[config.mk]
export PLATFORM = sky130hd
export DESIGN_NAME = pipe_stage_reg
export DESIGN_NICKNAME = d
export VERILOG_FILES = /design/src/rtl/pipe_stage_reg.sv
export SDC_FILE = /design/constraint.sdc
export NUM_CORES = 1
export LEC_CHECK = 0
export ABC_AREA = 1
export BUFFER_PORTS_ARGS = -buffer_cell sky130_fd_sc_hd__buf_2
export CAP_MARGIN = 20
export CELL_PAD_IN_SITES_DETAIL_PLACEMENT = 0
export CELL_PAD_IN_SITES_GLOBAL_PLACEMENT = 1
export CORE_ASPECT_RATIO = 0.5
export CORE_MARGIN = 5
export CORE_UTILIZATION = 36
export CTS_CLUSTER_DIAMETER = 200
export DETAILED_ROUTE_END_ITERATION = 16
export MAX_ROUTING_LAYER = met4
export PLACE_DENSITY = 0.93
export SYNTH_ARGS = -nofsm -noshare
export SYNTH_HDL_FRONTEND = slang
export SYNTH_HIERARCHICAL = 1
export SYNTH_SLANG_ARGS = --single-unit
[constraint.sdc]
create_clock -name clk -period 5.9 [get_ports clk]
set_clock_uncertainty 0.15 [all_clocks]
set_input_delay 1.18 -clock clk [delete_from_list [all_inputs] [get_ports clk]]
set_output_delay 1.18 -clock clk [all_outputs]
set_load 0.01 [all_outputs]
[src/rtl/pipe_stage_reg.sv]
// Pipeline-stage register between core stages: pass, hold, bubble and flush
// of an opaque payload, with saturating bubble/hold performance counters.

module pipe_sat_cnt #(
    parameter int CNT_W = 16
) (
    input  logic             clk,
    input  logic             rst,
    input  logic             clr,
    input  logic             inc,
    output logic [CNT_W-1:0] cnt
);
    always_ff @(posedge clk) begin
        if (rst || clr)
            cnt <= '0;
        else if (inc && (cnt != {CNT_W{1'b1}}))
            cnt <= cnt + 1'b1;
    end
endmodule

module pipe_stage_reg #(
    parameter int                  DATA_W    = 64,
    parameter int                  STALL_W   = 6,
    parameter int                  STAGE_IDX = 2,
    parameter logic [DATA_W-1:0]   NOP_VALUE = {DATA_W{1'b0}},
    parameter int                  CNT_W     = 16
) (
    input  logic               clk,
    input  logic               rst,
    input  logic [STALL_W-1:0] ctrl_stall,
    input  logic               flush,
    input  logic [DATA_W-1:0]  in_data,
    input  logic               in_valid,
    output logic [DATA_W-1:0]  out_data,
    output logic               out_valid,
    input  logic               cnt_clr,
    output logic [CNT_W-1:0]   bubble_cnt,
    output logic [CNT_W-1:0]   hold_cnt
);
    logic up_stall;
    logic dn_stall;
    logic bubble;
    logic hold;

    assign up_stall = ctrl_stall[STAGE_IDX];

    // The last stage has no downstream stall bit; it can only bubble, never hold.
    generate
        if (STAGE_IDX >= STALL_W - 1) begin : g_top
            assign dn_stall = 1'b0;
        end else begin : g_mid
            assign dn_stall = ctrl_stall[STAGE_IDX+1];
        end
    endgenerate

    assign bubble = !flush && up_stall && !dn_stall;
    assign hold   = !flush && up_stall &&  dn_stall;

    // up_stall=0 always passes, even if downstream is stalled, so data is never dropped.
    always_ff @(posedge clk) begin
        if (rst || flush || bubble) begin
            out_data  <= NOP_VALUE;
            out_valid <= 1'b0;
        end else if (!up_stall) begin
            out_data  <= in_data;
            out_valid <= in_valid;
        end
    end

    pipe_sat_cnt #(.CNT_W(CNT_W)) u_bubble_cnt (
        .clk (clk),
        .rst (rst),
        .clr (cnt_clr),
        .inc (bubble),
        .cnt (bubble_cnt)
    );

    pipe_sat_cnt #(.CNT_W(CNT_W)) u_hold_cnt (
        .clk (clk),
        .rst (rst),
        .clr (cnt_clr),
        .inc (hold),
        .cnt (hold_cnt)
    );
endmodule

==> Yosys cells after proc, flatten, opt, wreduce, memory -nomap -nowiden <==
Cells that the tools add are included.
{ "word_totals": {"regBits": 97, "in_bits": 75, "output_inout_bits": 97, "elab_cells": 18} }
{ "op_classes": {"addsub": 2, "n_eq_ne": 2, "n_reduce_logical": 10} }
{ "op_table": {"columns": ["cell", "count"], "rows": [
  ["adder 16 x 1 -> 16 bit (second input constant)", 2],
  ["inequality test 16 bit (second input constant)", 2],
  ["logical AND 1 bit", 5],
  ["logical OR 1 bit", 3],
  ["logical NOT 1 bit", 2]
]} }

==> Longest topological paths before layout <==
Gate-level depths: netlist of run 1.
{ "depth": {"ltp_word": 4, "mapped_depth": 13, "ltp_nobuf": 11} }

==> Modules after synthesis <==
The synthesis of run 1 kept the hierarchy.
{ "modules_own_cells": {"columns": ["module", "n_inst", "cells_per_inst", "area_per_inst_um2"], "rows": [
  ["pipe_stage_reg", 1, 485, 2996.6],
  ["pipe_sat_cnt", 2, 149, 950.9]
]} }

==> Least setup slack after synthesis of run 1 <==
No wires, ideal clock.
{ "synth_timing": {"path_type": "input-to-reg", "start": "in ctrl_stall[2]", "end": "reg u_hold_cnt.cnt[14]", "setup_ns": 0.115, "arrival_time_ns": 2.671, "required_time_ns": 5.635, "path_slack_ns": 2.964, "path_stages": 12, "n_path_buf": 3, "cell_sequence": "buf_4 > buf_6 > buf_6 > inv_1 > nor3_1 > inv_2 > nor2_2 > nand2_1 > nor2_1 > nand3_1 > nand2_1 > nor2_1"} }
{ "synth_between": {"elab_chain_cells": 3} }
{ "synth_rtl": {"columns": ["item", "line_no", "text"], "rows": [
  ["start: declaration", "30", "input logic [STALL_W-1:0] ctrl_stall,"],
  ["logical AND 1 bit (2 in a row)", "57", "assign hold = !flush && up_stall && dn_stall;"],
  ["via hold", "43", "logic hold;"],
  ["logical AND 1 bit", "16", "else if (inc && (cnt != {CNT_W{1'b1}}))"],
  ["end signal: assignment", "17", "cnt <= cnt + 1'b1;"],
  ["end: declaration", "11", "output logic [CNT_W-1:0] cnt"]
]} }
The timed path passes the listed nets, and every way through them passes these cells.
A chain may end at the register's enable or synchronous reset.

==> Worst setup path after layout of run 1 <==
Ends and elaborated chain as after synthesis.

==> results of run 1 <==
==> where the power goes <==
group	internal, mW	switching, mW
combinational	0.0508	0.0736
clock	0.426	0.247
sequential	0.668	0.00675
==> cell usage after synthesis (all sizes together) <==
library cell	instances	area share
nor2	278	0.23
o21ai	8	0.0097
dfxtp	97	0.40
nor3	3	0.0031
nand2	150	0.12
a21boi	2	0.0031
a21oi	18	0.018
ha	2	0.0051
nand4	8	0.013
nand3	29	0.031
buf	26	0.047
clkinv	2	0.0015
inv	160	0.12
==> stage by stage <==
step,std cells,total power [mW],utilization
finish,1120,1.472,0.4542
global route,1120,1.539,0.4542
CTS,1119,1.497,0.4536
detailed placement,1103,0.8156,0.4279
global placement,1103,0.8128,0.4279
floorplan,783,0.7751,-
==> per-layer routing <==
metal / global-route usage / part of all wire
met1: 0.1686 / 0.45
met2: 0.2597 / 0.49
met3: 0.03793 / 0.038
met4: 0.04115 / 0.018
met5: - / 0
==> area by class of cell <==
cell class                 instances  area share
multi-input combinational        498      0.3473
sequential                        97      0.3182
timing repair buffer             171      0.1423
inverter                         162     0.09963
clock buffer                      11     0.03977
tap                              176     0.03608
clock inverter                     5     0.01681
==> logic make-up after synthesis <==
family / Yosys count / synth area share
AOI/OAI and AO/OA: 28 / 0.03116
adders and majority gates: 2 / 0.005108
buffers and inverters: 188 / 0.1714
DFF: 97 / 0.3964
and+or+nand+nor: 468 / 0.3959
==> worst register-to-register path: cells and delay by family, from the launching register on <==
family	cells	cell delay, ps
compound gates	1	260
simple gates	4	640
fa+ha+maj	1	220
flops	1	410
==> worst max-delay path by stage <==
stage / endpoint / slack, ps
3_5_place_dp: u_hold_cnt/cnt[12] / 2370
6_report: u_hold_cnt/cnt[14] / 2760
4_1_cts: u_hold_cnt/cnt[12] / 2720
5_1_grt: u_hold_cnt/cnt[10] / 2510
2_1_floorplan: u_hold_cnt/cnt[14] / 2960
3_3_place_gp: u_hold_cnt/cnt[12] / 2410
==> sequential cells by signal, summed over array words and instances, names as in the netlist <==
name,cells
u_hold_cnt/cnt,16
out_valid,1
out_data,64
u_bubble_cnt/cnt,16
==> results by group, run 1 <==
Setup path
  – Crit end category: flop
  – Kind of cell adding the most delay to the critical path: simple AND/OR/NAND/NOR gates
  – Worst Setup SP: ctrl_stall[2]
  – Crit Path Class: in2reg
  – Data arrival, critical path: between 3000 and 4000 ps
  – Worst R2R Start: u_hold_cnt/cnt[0]
  – Crit-path slowest cell: nor3_1
  – Reg-to-Reg End: u_hold_cnt/cnt[13]
  – CP Cell Sequence: buf_4 -> inv_1 -> nor3_1 -> inv_2 -> nor2_2 -> nand2_1 -> nor2_1 -> nand3_1 -> nand2_1 -> nor2_1
  – Buffers and inverters on the worst path: 3
  – Crit start category: input pin
  – Critical Path Fanout Max: around 70
  – Reg2reg setup slack: ~4000 ps
  – CP Data Required Time: roughly 6000 ps
  – R2R depth: 6
  – Slowest stage delay, CP: between 500 and 600 ps
  – Critical Path Stages: 10

Synth
  – YS warnings: 6
  – Syn Std Cell Area: roughly 0.0049 mm²
  – Post-Synthesis Cells: 783
  – Mean Syn Cell Area: 6.256 µm²
  – Synth cell types: 23
  – Net Count, Synth: 860
  – Synthesized flop and latch total: between 90 and 100
  – Fraction of the yosys area taken by sequential cells: 0.3964

Floorplanning
  – Die Area: about 0.016 mm²
  – Die Wd: between 150 and 200 µm
  – I/O Pins: approximately 170
  – Placeable Area: 0.01344 mm²
  – Effective utilization at floorplan: 0.3645
  – Rows: 30
  – Die H: 92.49 µm

Clock tree
  – Htree depth: 3
  – Worst skew pair latency: around 340 ps
  – Post-CTS Setup Inserts: 0
  – CTS tree: built
  – Reg clk slew, reported paths: approximately 70 ps
  – Clock Path Buffers: 2
  – Clock Sinks: 97
  – CTS buffer count: 9
  – Root Buffer: clkbuf_16
  – Hold buffers post-CTS: 0
  – Post-cts sizing count: 0

Global routing
  – Total GRT Usage: 0.1476
  – Total congestion overflow: 0
  – Largest net degree at the start of global routing: 72
  – Initial antenna violation count: 0
  – Number of global-route vias before repair: 4144
  – Global-route wire length before repair: roughly 19000 µm

STA
  – RSZ-0062 raised after global routing: no
  – Max Slew Vio Count: 0
  – Minimum clock period after layout: ~3100 ps
  – FMAX: about 320 MHz
  – Slew headroom: 0.5391
  – Final TNS setup: 0 ps
  – Finish-stage setup viols: 0
  – Setup slack after layout: 2762 ps
  – Slew at the pin with the worst max-slew slack: between 600 and 700 ps
  – Tcrit/Tclk final: 0.5318
  – Hold WS: ~390 ps
  – Final Hold Viols: 0

Route
  – Vias: around 4700
  – DRT Pass-1 Iters: 4
  – Starting DRT DRC Count: ~230
  – Vias/cell: 4.165
  – DRC: 0
  – Avg WL per Cell: 10.62 µm
  – Final WL: roughly 12000 µm
  – Routed Antenna Nets: 0

Placed design
  – Hpwl dp: between 8000 and 9000 µm
  – Pre-CTS setup slack: approximately 2400 ps
  – Placer Congestion: 0.8427
  – Port Buffers: about 170
  – Area post-placement: around 0.0058 mm²

Finish
  – Share of cells above drive strength 1: 0.2309
  – Most frequent cells in the layout: nor2_1 (264), buf_2 (166), inv_1 (156)
  – Leading cell type in the layout, fill and taps excluded: nor2_1
  – Nets: 1016
  – Area of the multi-input gates: between 0.002 and 0.0025 mm²
  – Fillers: between 1000 and 1500
  – Storage element area: slightly below 0.002 mm²
  – Final Cell Area: 0.006103 mm²
  – Diodes inserted: 0
  – Layout area overhead: 24.60%

Worst hold path
  – HP Class: reg2reg
  – Hold Crit Endpoint: u_bubble_cnt/cnt[15]
  – Hold path depth: 2
  – Min-delay src: u_bubble_cnt/cnt[15]

Pwr
  – Pwr dens: 241.2 mW/mm²
  – Worst VDD drop: between 0.0002 and 0.00025 V
  – Static Leak: 3.551 nW

Run
  – Max-Cap Viols: 0

Status
  – Outcome: finished clean
(Power assumes the default switching activity.)
==> run 2, diff against run 1 <==
- CORE_UTILIZATION: 36 -> 34
- PLACE_DENSITY: 0.93 -> 0.89
- clock period: 5.9 -> 3.07 ns (I/O delays scaled with it)
==> run 2 against run 1 <==
Compared with the run above: sequential power increased by 93%; critical path depth increased by 1; combinational power increased by 94%; final area decreased by 0.20%; core utilization decreased by 2.7 points; worst hold slack got worse by 0.74 ps; cell count increased by 2.1%; register-to-register slack got worse by 2800 ps; power increased by 80%; count of clock-buffer cells in the layout increased by 2; critical endpoint unchanged.
==> results by group, run 2 (synthesized netlist as in run 1, its figures left out) <==
STA
  – Slew at the pin with the worst max-slew slack: roughly 700 ps
  – Minimum clock period after layout: 1853 ps
  – Slew headroom: 0.5320
  – Max Slew Vio Count: 0
  – Setup slack after layout: 1217 ps
  – FMAX: 539.6 MHz
  – Final Hold Viols: 0
  – Tcrit/Tclk final: 0.6036
  – Finish-stage setup viols: 0
  – Final TNS setup: 0 ps
  – RSZ-0062 raised after global routing: no

Setup path
  – Data arrival, critical path: about 1900 ps
  – Crit end category: flop
  – Crit-path slowest cell: nor2_2
  – Critical Path Fanout Max: 15
  – CP Cell Sequence: buf_4 -> inv_1 -> nor3_1 -> buf_4 -> inv_2 -> nor2_2 -> nand2_1 -> nor2_1 -> nand3_1 -> nand2_1 -> nor2_1
  – Crit Path Class: in2reg
  – Crit start category: input pin
  – CP Data Required Time: 3160 ps
  – Slowest stage delay, CP: about 200 ps

Finish
  – Final Cell Area: roughly 0.0061 mm²
  – Diodes inserted: 0
  – Largest register FFs: 64
  – Biggest register: out_data
  – Fin util: 0.4267
  – Fillers: between 1500 and 2000
  – Biggest regs: out_data: 64 flops, u_bubble_cnt/cnt: 16 flops, u_hold_cnt/cnt: 16 flops
  – Leading cell type in the layout, fill and taps excluded: nor2_1
  – Fin cells: ~1100
  – Layout area overhead: 24.34%
  – Share of cells above drive strength 1: 0.2304
  – Nets: ~1000
  – Most frequent cells in the layout: nor2_1 (264), buf_2 (166), inv_1 (156)

Status
  – Outcome: finished clean

Clock tree
  – Post-CTS Setup Inserts: 0
  – CTS buffer count: 9
  – Worst skew pair latency: 340 ps
  – Reg clk slew, reported paths: 70 ps
  – Hold buffers post-CTS: 0
  – CTS tree: built
  – Post-cts sizing count: 0
  – Root Buffer: clkbuf_16
  – Clock Sinks: 97
  – Clock Path Buffers: 2
  – Htree depth: 3

Pwr
  – Psw: about 0.62 mW
  – Internal: between 2 and 2.5 mW
  – Worst VDD drop: roughly 0.00030 V
  – Static Leak: 3.539 nW
  – Flop pwr share: 0.489
  – Pwr dens: between 400 and 500 mW/mm²
  – Switching Share: 0.2329
  – Clk pwr share: 0.420
  – Comb pwr share: 0.091

Route
  – Routed Antenna Nets: 0
  – Vias/cell: 4.135
  – Final WL: 11910 µm
  – Avg WL per Cell: approximately 10 µm
  – DRT Pass-1 Iters: 4
  – DRC: 0
  – Starting DRT DRC Count: between 200 and 250
  – Vias: 4730

Floorplanning
  – Die Wd: 179.8 µm
  – Effective utilization at floorplan: 0.3432
  – Placeable Area: ~0.014 mm²
  – Rows: 31
  – I/O Pins: approximately 170
  – Die Area: around 0.017 mm²
  – Die H: approximately 95 µm

Global routing
  – Largest net degree at the start of global routing: between 60 and 70
  – Global-route wire length before repair: roughly 20000 µm
  – Initial antenna violation count: 0
  – Total congestion overflow: 0
  – Total GRT Usage: 0.1416
  – Number of global-route vias before repair: approximately 4200

Placed design
  – Pre-CTS setup slack: 882.8 ps
  – Area post-placement: just under 0.006 mm²
  – Placer Congestion: just over 0.8
  – Hpwl dp: 8861 µm
  – Port Buffers: 167
  – Cells after DPL: about 1100

Run
  – Max-Cap Viols: 0

Worst hold path
  – HP Class: reg2reg
-- run 2: cell types whose count changed in the layout (fill, tap and decap cells not counted) --
cell and change:
clkbuf_1 +2, clkinv_2 +1, buf_4 +2, clkinvlp_4 -1, bufinv_16 -2
-- run 2: cell type report --
class	instances	area, µm²	share of cell area
clock inverter	3	40.04	0.006574
multi-input combinational	498	2120	0.3480
inverter	162	608.1	0.09984
clock buffer	13	250.2	0.04108
tap	198	247.7	0.04067
timing repair buffer	173	883.3	0.1450
sequential	97	1942	0.3188
-- run 2: metrics by stage --
stage          hold WS (ps)  total power [mW]
5_1_grt               407.7             2.799
3_5_place_dp          376.9             1.571
3_3_place_gp          365.9             1.565
4_1_cts               385.8             2.722
6_report              386.8             2.655
2_1_floorplan         383.1             1.490
-- run 2: power by group through the flow --
stage	combinational, mW	sequential (mW)	clock [mW]
after floorplan	0.150	1.34	0
after global routing	0.278	1.30	1.22
after detailed placement	0.245	1.33	0
after CTS	0.246	1.30	1.18
final	0.241	1.30	1.12
after global placement	0.240	1.33	0
-- run 2: worst max-delay path, delay by kind of cell --
kind / cells / cell delay [ps]
buffers and inverters: 4 / 470
and+or+nand+nor: 7 / 840
-- run 2: final timing paths --
check | start | to | slack [ps] | cells after the start
worst min-delay path | u_hold_cnt/cnt[5] | u_hold_cnt/cnt[5] | 390 | 2
worst max-delay path | ctrl_stall[2] | u_hold_cnt/cnt[14] | 1220 | 11
worst max register to register | u_hold_cnt/cnt[0] | u_hold_cnt/cnt[13] | 1310 | 6
worst min register to register | u_hold_cnt/cnt[5] | u_hold_cnt/cnt[5] | 390 | 2
-- run 2: metal layers --
metal	up-vias	part of all wire	wire (µm)	global-route usage
met3	16	0.038	450	0.03194
met2	80	0.49	5881	0.2509
met4	0	0.019	229	0.04119
li1	2577	-	-	-
met1	2057	0.45	5350	0.1635
met5	-	0	0	-
==> run 3, diff against run 2 <==
- CORE_UTILIZATION: 34 -> 30
- PLACE_DENSITY: 0.89 -> 0.84
- clock period: 3.07 -> 1.7 ns (I/O delays scaled with it)
==> run 3 against run 2 <==
Compared with the run above: power grew 87%; combinational power grew 88%; flip-flop and latch count is the same; register-to-register slack lost 1200 ps; count of clock-buffer cells in the layout shrank 3; setup slack lost 1100 ps; non-clock buffer count grew 11; cell count grew 3.5%; largest power group unchanged; highest routed layer unchanged.
==> results by group, run 3 (synthesized netlist as in run 1, its figures left out) <==
Finish
  – Leading cell type in the layout, fill and taps excluded: nor2_1
  – Fillers: between 1500 and 2000
  – Diodes inserted: 0
  – Share of cells above drive strength 1: 0.2487
  – Largest register FFs: 64
  – Biggest regs: out_data: 64 flops, u_bubble_cnt/cnt: 16 flops, u_hold_cnt/cnt: 16 flops
  – Most frequent cells in the layout: nor2_1 (263), buf_2 (166), inv_1 (155)
  – Biggest register: out_data
  – Layout area overhead: 28.86%
  – Nets: 1029

STA
  – Tcrit/Tclk final: 0.9372
  – FMAX: between 600 and 700 MHz
  – Setup slack after layout: 106.8 ps
  – Slew headroom: 0.6680
  – Final Hold Viols: 0
  – Finish-stage setup viols: 0
  – Max Slew Vio Count: 0
  – Minimum clock period after layout: between 1500 and 2000 ps
  – Slew at the pin with the worst max-slew slack: roughly 500 ps
  – Final TNS setup: 0 ps

Floorplanning
  – I/O Pins: 172
  – Die Area: between 0.015 and 0.02 mm²
  – Placeable Area: roughly 0.016 mm²
  – Rows: 33
  – Die H: approximately 100 µm
  – Die Wd: approximately 190 µm
  – Effective utilization at floorplan: 0.3026

Route
  – Vias: around 4800
  – Uppermost routed layer: met4
  – Wl on met1: roughly 5300 µm
  – Met3 wire length: around 400 µm
  – Starting DRT DRC Count: 228
  – Vias/cell: 4.030
  – Avg WL per Cell: about 10 µm
  – Final WL: between 10000 and 15000 µm
  – DRT Pass-1 Iters: 4
  – DRC: 0
  – Routed length on met2: roughly 6500 µm
  – Routed Antenna Nets: 0

Run
  – Max-Cap Viols: 0

Global routing
  – Total congestion overflow: 0
  – Number of global-route vias before repair: 4189
  – Largest net degree at the start of global routing: about 130
  – Initial antenna violation count: 0
  – Global-route wire length before repair: between 20000 and 25000 µm
  – Total GRT Usage: 0.1304

Clock tree
  – CTS tree: built
  – CTS buffer count: 9
  – Root Buffer: clkbuf_16
  – Post-CTS Setup Inserts: 0
  – Clock Sinks: 97
  – Htree depth: 3
  – Reg clk slew, reported paths: 70 ps
  – Post-cts sizing count: 0
  – Worst skew pair latency: roughly 340 ps
  – Clock Path Buffers: 2
  – Hold buffers post-CTS: 0

Placed design
  – Hpwl dp: 8987 µm
  – Placer Congestion: 0.8285
  – Pre-CTS setup slack: 3.864 ps
  – Port Buffers: around 170

Setup path
  – Crit start category: flop
  – Reg2reg setup slack: 110 ps
  – Slowest stage delay, CP: about 340 ps
  – CP Data Required Time: ~1800 ps
  – CP Cell Sequence: ha_2 -> nand2_1 -> nor2_4 -> nand2_2 -> nor2_4 -> nor2_2 -> a21oi_1 -> nor2_1
  – Crit end category: flop
  – Crit Path Class: reg2reg
  – Critical Path Fanout Max: 5
  – Crit-path slowest cell: dfxtp_1
  – Data arrival, critical path: 1670 ps
  – Crit-path most repeated cell: nor2_4

Worst hold path
  – HP Class: in2reg

Pwr
  – Pwr dens: approximately 800 mW/mm²
  – Static Leak: between 3 and 4 nW
  – Worst VDD drop: around 0.00046 V
  – Pwr Total: between 4 and 5 mW

Status
  – Outcome: finished clean
==> run 3: cell type report <==
type	instances	area, µm²	area share
multi-input cells	498	2171	0.3439
flip-flops and latches	97	1943	0.3078
repair buffers	184	991.0	0.1570
inverters	162	611.8	0.09693
well taps	227	284.0	0.04500
clock buffers	10	229.0	0.03627
clock inverters	6	82.58	0.01308
==> run 3: path summary, 6_finish.rpt <==
kind / from / to / cells past startpoint
worst min register to register: u_hold_cnt/cnt[15] / u_hold_cnt/cnt[15] / 2
worst min-delay path: in_data[7] / out_data[7] / 5
worst max-delay path: u_bubble_cnt/cnt[1] / u_bubble_cnt/cnt[2] / 8
worst max register to register: u_bubble_cnt/cnt[1] / u_bubble_cnt/cnt[2] / 8
==> run 3: layer usage <==
layer,up-vias,GRT usage
met5,-,-
met4,0,0.03254
met3,8,0.02571
met2,68,0.2380
met1,2103,0.1483
li1,2592,-
==> run 3: critical path, delay by kind of cell, from the launching register on <==
family	cells	cell delay (ps)
compound gates	1	130
simple gates	6	660
flops	1	340
fa+ha+maj	1	190
==> run 3: power breakdown <==
part	switching, mW	internal [mW]	leakage (nW)
clock network	0.880	1.28	0.152
registers	0.0211	2.32	0.787
logic	0.263	0.189	2.70
total	1.16	3.79	3.63
==> run 3: through the flow <==
step	cells	area, µm²	util	hold WS [ps]
6_report	1184	6312	0.3900	177.5
5_1_grt	1184	6312	0.3900	188.3
4_1_cts	1184	6276	0.3878	157.9
3_5_place_dp	1168	5964	0.3685	370.8
3_3_place_gp	1168	5964	0.3685	363.8
2_1_floorplan	783	4930	-	383.1
